===== src/rtl/definitions_pkg.sv =====
// rtl/definitions_pkg.sv - shared instruction encodings, op mnemonics and decode helpers
package definitions;

  localparam int MAX_IW    = 32;
  localparam int REG_MAX_W = MAX_IW - 6;
  localparam int IMM_MAX_W = 32;

  localparam logic [1:0] TYPE_I   = 2'b00;
  localparam logic [1:0] TYPE_II  = 2'b01;
  localparam logic [1:0] TYPE_III = 2'b10;
  localparam logic [1:0] TYPE_IV  = 2'b11;

  localparam logic [3:0] OPC_ADD   = 4'd0;
  localparam logic [3:0] OPC_MOVER = 4'd1;
  localparam logic [3:0] OPC_MOVEA = 4'd2;
  localparam logic [3:0] OPC_RXOR  = 4'd3;
  localparam logic [3:0] OPC_LUT   = 4'd4;
  localparam logic [3:0] OPC_XOR   = 4'd5;
  localparam logic [3:0] OPC_AND   = 4'd6;
  localparam logic [3:0] OPC_LOAD  = 4'd7;
  localparam logic [3:0] OPC_STORE = 4'd8;
  localparam logic [3:0] OPC_HALT  = 4'd9;

  localparam logic [1:0] SUB_BEQ  = 2'b00;
  localparam logic [1:0] SUB_BLT  = 2'b01;
  localparam logic [1:0] SUB_ANDI = 2'b00;
  localparam logic [1:0] SUB_ADDI = 2'b01;
  localparam logic [1:0] SUB_SUB  = 2'b10;
  localparam logic [1:0] SUB_JUMP = 2'b11;

  typedef enum logic [4:0] {
    OP_LSR, OP_RSR, OP_ADD, OP_MOVER, OP_MOVEA, OP_RXOR, OP_LUT, OP_XOR, OP_AND,
    OP_LOAD, OP_STORE, OP_HALT, OP_BEQ, OP_BLT, OP_ANDI, OP_ADDI, OP_SUB, OP_JUMP
  } op_mne_t;

  // Fields sized for the widest supported instruction; users slice to their own widths.
  typedef struct packed {
    op_mne_t                op;
    logic [REG_MAX_W-1:0]   reg_f;
    logic [IMM_MAX_W-1:0]   imm;
    logic                   illegal;
  } decode_t;

  function automatic logic [1:0] f_type(input logic [MAX_IW-1:0] instr, input int iw);
    return instr[iw-1 -: 2];
  endfunction

  function automatic logic [3:0] f_opcode(input logic [MAX_IW-1:0] instr, input int iw);
    return instr[iw-3 -: 4];
  endfunction

  function automatic logic [1:0] f_subop(input logic [MAX_IW-1:0] instr, input int iw);
    return instr[iw-3 -: 2];
  endfunction

  function automatic logic f_dir(input logic [MAX_IW-1:0] instr, input int iw);
    return instr[iw-3];
  endfunction

endpackage


===== src/rtl/instr_decode_stage_field_decode.sv =====
// rtl/instr_decode_stage_field_decode.sv - combinational instruction word to decode_t
module instr_field_decode
  import definitions::*;
#(
  parameter int IW = 9,
  parameter int DW = 8
) (
  input  logic [IW-1:0] instr,
  output decode_t       dec
);

  logic [MAX_IW-1:0] instr_ext;
  assign instr_ext = MAX_IW'(instr);

  always_comb begin
    dec = '0;
    case (f_type(instr_ext, IW))
      TYPE_I: begin
        dec.reg_f = REG_MAX_W'(instr[IW-7:0]);
        case (f_opcode(instr_ext, IW))
          OPC_ADD:   dec.op = OP_ADD;
          OPC_MOVER: dec.op = OP_MOVER;
          OPC_MOVEA: dec.op = OP_MOVEA;
          OPC_RXOR:  dec.op = OP_RXOR;
          OPC_LUT:   dec.op = OP_LUT;
          OPC_XOR:   dec.op = OP_XOR;
          OPC_AND:   dec.op = OP_AND;
          OPC_LOAD:  dec.op = OP_LOAD;
          OPC_STORE: dec.op = OP_STORE;
          OPC_HALT:  dec.op = OP_HALT;
          default: begin
            dec.op      = OP_HALT;
            dec.illegal = 1'b1;
          end
        endcase
      end
      TYPE_II: begin
        dec.imm = IMM_MAX_W'($signed(instr[IW-5:0]));
        case (f_subop(instr_ext, IW))
          SUB_BEQ: dec.op = OP_BEQ;
          SUB_BLT: dec.op = OP_BLT;
          default: begin
            dec.op      = OP_HALT;
            dec.illegal = 1'b1;
          end
        endcase
      end
      TYPE_III: begin
        dec.imm = IMM_MAX_W'(instr[IW-5:0]);
        case (f_subop(instr_ext, IW))
          SUB_ANDI: dec.op = OP_ANDI;
          SUB_ADDI: dec.op = OP_ADDI;
          SUB_SUB:  dec.op = OP_SUB;
          default: begin
            dec.op  = OP_JUMP;
            dec.imm = IMM_MAX_W'($signed(instr[IW-5:0]));
          end
        endcase
      end
      default: begin
        dec.op  = f_dir(instr_ext, IW) ? OP_RSR : OP_LSR;
        dec.imm = IMM_MAX_W'(instr[IW-4:0]);
      end
    endcase
  end

endmodule


===== src/rtl/instr_decode_stage.sv =====
// rtl/instr_decode_stage.sv - registered decode stage with 2-entry skid buffer, halt latch and counter
module instr_decode_stage
  import definitions::*;
#(
  parameter int IW = 9,
  parameter int DW = 8,
  parameter int CW = 16
) (
  input  logic          clk,
  input  logic          rst_n,
  input  logic          in_valid_i,
  output logic          in_ready_o,
  input  logic [IW-1:0] in_instr_i,
  output logic          out_valid_o,
  input  logic          out_ready_i,
  output op_mne_t       op_o,
  output logic [IW-7:0] reg_o,
  output logic [DW-1:0] imm_o,
  output logic          illegal_o,
  output logic          halted_o,
  input  logic          resume_i,
  output logic [CW-1:0] dec_count_o
);

  typedef struct packed {
    op_mne_t       op;
    logic [IW-7:0] rf;
    logic [DW-1:0] imm;
    logic          illegal;
  } entry_t;

  function automatic logic [IW-7:0] reg_of(input decode_t d);
    return d.reg_f[IW-7:0];
  endfunction

  function automatic logic [DW-1:0] imm_of(input decode_t d);
    return d.imm[DW-1:0];
  endfunction

  decode_t       dec;
  entry_t        entry;
  entry_t        out_q, out_d, skid_q, skid_d;
  logic          out_valid_q, out_valid_d;
  logic          skid_valid_q, skid_valid_d;
  logic          halted_q, halted_d;
  logic          in_ready_q, in_ready_d;
  logic [CW-1:0] count_q;
  logic          accept, xfer;

  instr_field_decode #(.IW(IW), .DW(DW)) u_field_decode (
    .instr (in_instr_i),
    .dec   (dec)
  );

  assign entry  = '{op: dec.op, rf: reg_of(dec), imm: imm_of(dec), illegal: dec.illegal};
  assign accept = in_valid_i && in_ready_q;
  assign xfer   = out_valid_q && out_ready_i;

  always_comb begin
    out_d        = out_q;
    out_valid_d  = out_valid_q;
    skid_d       = skid_q;
    skid_valid_d = skid_valid_q;
    halted_d     = halted_q;
    // The skid entry is only ever loaded while in_ready is high, so it never competes with accept.
    if (!out_valid_q || out_ready_i) begin
      if (skid_valid_q) begin
        out_d        = skid_q;
        out_valid_d  = 1'b1;
        skid_valid_d = 1'b0;
      end else if (accept) begin
        out_d       = entry;
        out_valid_d = 1'b1;
      end else begin
        out_valid_d = 1'b0;
      end
    end else if (accept) begin
      skid_d       = entry;
      skid_valid_d = 1'b1;
    end
    if (accept && dec.op == OP_HALT) begin
      halted_d = 1'b1;
    end else if (resume_i) begin
      halted_d = 1'b0;
    end
    in_ready_d = !halted_d && !skid_valid_d;
  end

  always_ff @(posedge clk or negedge rst_n) begin
    if (!rst_n) begin
      out_q        <= '0;
      out_valid_q  <= 1'b0;
      skid_q       <= '0;
      skid_valid_q <= 1'b0;
      halted_q     <= 1'b0;
      in_ready_q   <= 1'b1;
      count_q      <= '0;
    end else begin
      out_q        <= out_d;
      out_valid_q  <= out_valid_d;
      skid_q       <= skid_d;
      skid_valid_q <= skid_valid_d;
      halted_q     <= halted_d;
      in_ready_q   <= in_ready_d;
      if (xfer) begin
        count_q <= count_q + CW'(1);
      end
    end
  end

  assign in_ready_o  = in_ready_q;
  assign out_valid_o = out_valid_q;
  assign op_o        = out_q.op;
  assign reg_o       = out_q.rf;
  assign imm_o       = out_q.imm;
  assign illegal_o   = out_q.illegal;
  assign halted_o    = halted_q;
  assign dec_count_o = count_q;

endmodule

===== config.mk =====
export PLATFORM = sky130hd
export DESIGN_NAME = instr_decode_stage
export DESIGN_NICKNAME = d
export VERILOG_FILES = /design/src/rtl/definitions_pkg.sv /design/src/rtl/instr_decode_stage_field_decode.sv /design/src/rtl/instr_decode_stage.sv
export SDC_FILE = /design/constraint.sdc
export NUM_CORES = 1
export LEC_CHECK = 0
export BUFFER_PORTS_ARGS = -buffer_cell sky130_fd_sc_hd__buf_2
export CORE_MARGIN = 4
export CORE_UTILIZATION = 56
export CTS_BUF_LIST = sky130_fd_sc_hd__clkbuf_2 sky130_fd_sc_hd__clkbuf_4 sky130_fd_sc_hd__clkbuf_8
export CTS_CLUSTER_DIAMETER = 80
export DETAILED_ROUTE_END_ITERATION = 10
export PLACE_DENSITY = 0.92
export SYNTH_ARGS = -nofsm -noshare
export SYNTH_HDL_FRONTEND = slang
export SYNTH_SLANG_ARGS = --single-unit

===== constraint.sdc =====
create_clock -name clk -period 1.43 [get_ports clk]
set_clock_uncertainty 0.1 [all_clocks]
set_input_delay 0.0715 -clock clk [delete_from_list [all_inputs] [get_ports clk]]
set_output_delay 0.0715 -clock clk [all_outputs]
set_load 0.05 [all_outputs]

==> impl_metrics.py <==
metrics = {
    "die": {
        "io_pins": 50,
        "start_util_pct": 59.2,
        "die_h_um": 74.0,
        "core_area_sq_um": 4120,
        "die_x_um": 74.0,
        "dieArea_sq_um": 5470,
        "num_rows": 23,
    },
    "timing": {
        "hold_viol": 0,
        "setup_tns_ns": -0.243,
        "timing.slew.headroom_pct": 79.4,
        "fmax_mhz": 665,
        "rsz0062_at_grt": "true",
        "fin_crit_ns": 1.50,
        "finalCritPeriodShare_pct": 105,
        "setup_ws_ns": -0.0734,
        "final-setup-viol-count": 10,
        "worst_pin_slew_ns": 0.305,
        "slew_violations": 0,
    },
    "worst_setup_path": {
        "timing.critical_path.buf_inv": 1,
        "critical_path_arrival_ns": 1.61,
        "crit_path_max_fanout": 5,
        "start_kind": "flip-flop",
        "slowest_delay_ns": 0.66,
        "cp.required_ns": 1.54,
        "path_cells": "a21oi_4 -> nor2_4 -> buf_4 -> o311ai_1 -> o21a_1",
        "r2r_cells": 5,
        "crit_family": "flip-flops",
        "worstSetupPathType": "flip-flop to flip-flop",
        "crit_slowest_cell": "dfstp_4",
        "cp.depth": 5,
        "crit_path_end_kind": "flip-flop",
    },
    "logic_synthesis": {
        "synth_top_area_share_pct": 52.4,
        "synth-seq-cells": 52,
        "syn_avg_cell_area_sq_um": 9.94,
        "ys_dominant_reg_cell": "dfrtp_1",
        "yosysMostFrequentCell": "dfrtp_1",
        "synth_area_sq_um": 2440,
        "synthDistinctLibCells": 42,
        "yosysTopAreaCell": "dfrtp_1",
        "seq_area_frac_synth_pct": 53.5,
        "yosys_warnings": 0,
        "synth.area.top_cells": "dfrtp_1, nand2_1, o21ai_0",
        "synth_nets": 260,
        "synth_edf_count": 0,
        "syn_inst": 245,
        "synthTopCellsByCount": "dfrtp_1, nand2_1, nor2_1",
        "async_flop_share_pct": 100,
    },
    "layout": {
        "fillers": 287,
        "nets": 318,
        "area_growth_pct": 23.1,
        "layout-drive-gt1-share_pct": 31.9,
        "fin_cells": 354,
        "finalInstanceArea_sq_um": 3000,
        "antennaDiodeCount": 0,
    },
    "cts": {
        "clk_path_buf_depth": 2,
        "htree_levels": 2,
        "cts.clk_slew.worst_paths_ns": 0.09,
        "clkSinkCount": 52,
        "cts_tree": "done",
        "cts-root-buf": "clkbuf_8",
        "cts_buffers": 5,
        "clkLatencyLatePin_ns": 0.30,
    },
    "placed_design": {
        "place_congestion": 0.802,
        "dpl.cell_count": 339,
        "post-place-ws_ns": -0.0610,
        "port_buffers": 49,
        "hpwl_um": 3670,
        "dpl_cell_area_sq_um": 2790,
    },
    "routing": {
        "via_count": 1960,
        "initialDrtViolationCount": 154,
        "drc": 0,
        "drtAntennaViolNets": 0,
        "wl_um": 5290,
        "firstDrtPassIters": 4,
        "wl_per_cell_um": 15.0,
        "via_per_inst": 5.54,
    },
    "worst_hold_path": {
        "min_path_cells": 3,
        "hold_class": "input port to flip-flop",
    },
    "power_and_ir_drop": {
        "power_density_nw_per_um2": 1790,
        "finalPower_mw": 5.38,
        "ir_drop_uv": 1020,
        "p_leak_nw": 1.38,
    },
    "run_status": {
        "status": "finished, violations left",
        "violations": "setup timing",
    },
    "global_routing": {
        "grt_max_degree": 53,
        "grt_pass1_wl_um": 8700,
        "overflow": 0,
        "antenna_found_initial": 0,
        "grt_usage_pct": 20.6,
        "grt_pass1_vias": 1860,
    },
    "flow_run": {
        "drv_cap": 0,
    },
}
cell usage in the layout, fill, tap and decap left out, types with 6 or more instances in the layout:
master	netlist	layout
xnor2_1	12	12
dfrtp_1	51	39
buf_4	4	6
nand2_1	34	34
nor2_1	28	27
dfrtp_2	0	12
o21ai_0	24	21
a21oi_1	20	20
buf_2	7	48
per-stage QoR:
step / hold slack [ns] / util (%)
2_1_floorplan: -0.324 / -
3_3_place_gp: -0.0230 / 67.7
3_5_place_dp: -0.0199 / 67.7
4_1_cts: 0.00776 / 71.9
5_1_grt: 0.0229 / 72.8
6_report: 0.00354 / 72.8
state kept, by name, summed over array words and instances, names as in the netlist:
name	count
dec_count_o	16
halted_o	1
illegal_o	1
imm_o	7
in_ready_o	1
op_o	5
out_valid_o	1
reg_o	3
skid_q	16
skid_valid_q	1
what timing repair did:
item                                    4_1_cts  5_1_grt
hold endpoints to repair                     55        0
hold buffers                                  5        0
gates resized for setup                       1       11
endpoints found under the setup margin       15       28
gates cloned                                  1        0
pin swaps                                     1        2
buffers inserted                              0        1
cell type report:
cell class	count	area, sq um	share of cell area (%)
sequential	52	1320	44.1
inverter	2	7.51	0.250
tap	50	62.6	2.09
multi-input combinational	176	1060	35.4
clock buffer	6	76.3	2.55
timing repair buffer	66	435	14.5
clock inverter	2	35.0	1.17
where the power goes:
part | switching, mW | internal (mW) | leakage, nW
Clock | 0.464 | 0.539 | 0.0586
Sequential | 0.291 | 1.89 | 0.636
Combinational | 1.57 | 0.627 | 0.690
Total | 2.33 | 3.05 | 1.38
cells by family (layout without fill, tap and decap cells):
group | count (synthesis) | in the layout | synth area share, %
and+or+nand+nor | 90 | 91 | 18.2
DFF | 52 | 52 | 53.5
xor gates and xnor gates | 16 | 16 | 5.75
AOI/OAI and AO/OA | 63 | 63 | 14.9
adders and majority gates | 1 | 1 | 0.514
buffers and inverters | 18 | 76 | 4.98
muxes | 5 | 5 | 2.21
tightest hold or removal path, stage by stage:
cell and delay (ns):
buf_2 0.12, o21ai_0 0.10, o21ai_1 0.08
layer usage:
metal | global-route usage [%] | part of all wire [%] | up-vias
met5 | 0 | 0 | -
li1 | - | - | 952
met1 | 28.3 | 43 | 946
met4 | 8.45 | 1.9 | 0
met2 | 33.0 | 51 | 53
met3 | 3.11 | 4.5 | 9
worst paths after layout:
kind	slack, ns	end	from
hold reg to reg	0.39	dec_count_o[15]	dec_count_o[15]
hold / removal	0.004	skid_q[4]	in_instr_i[3]
min in group asynchronous	0.18	skid_q[2]	rst_n
max in group asynchronous	0.78	in_ready_o	rst_n
setup / recovery	-0.07	op_o[4]	in_ready_o
setup reg to reg	-0.07	op_o[4]	in_ready_o
Power figures use the tool's default switching activity.
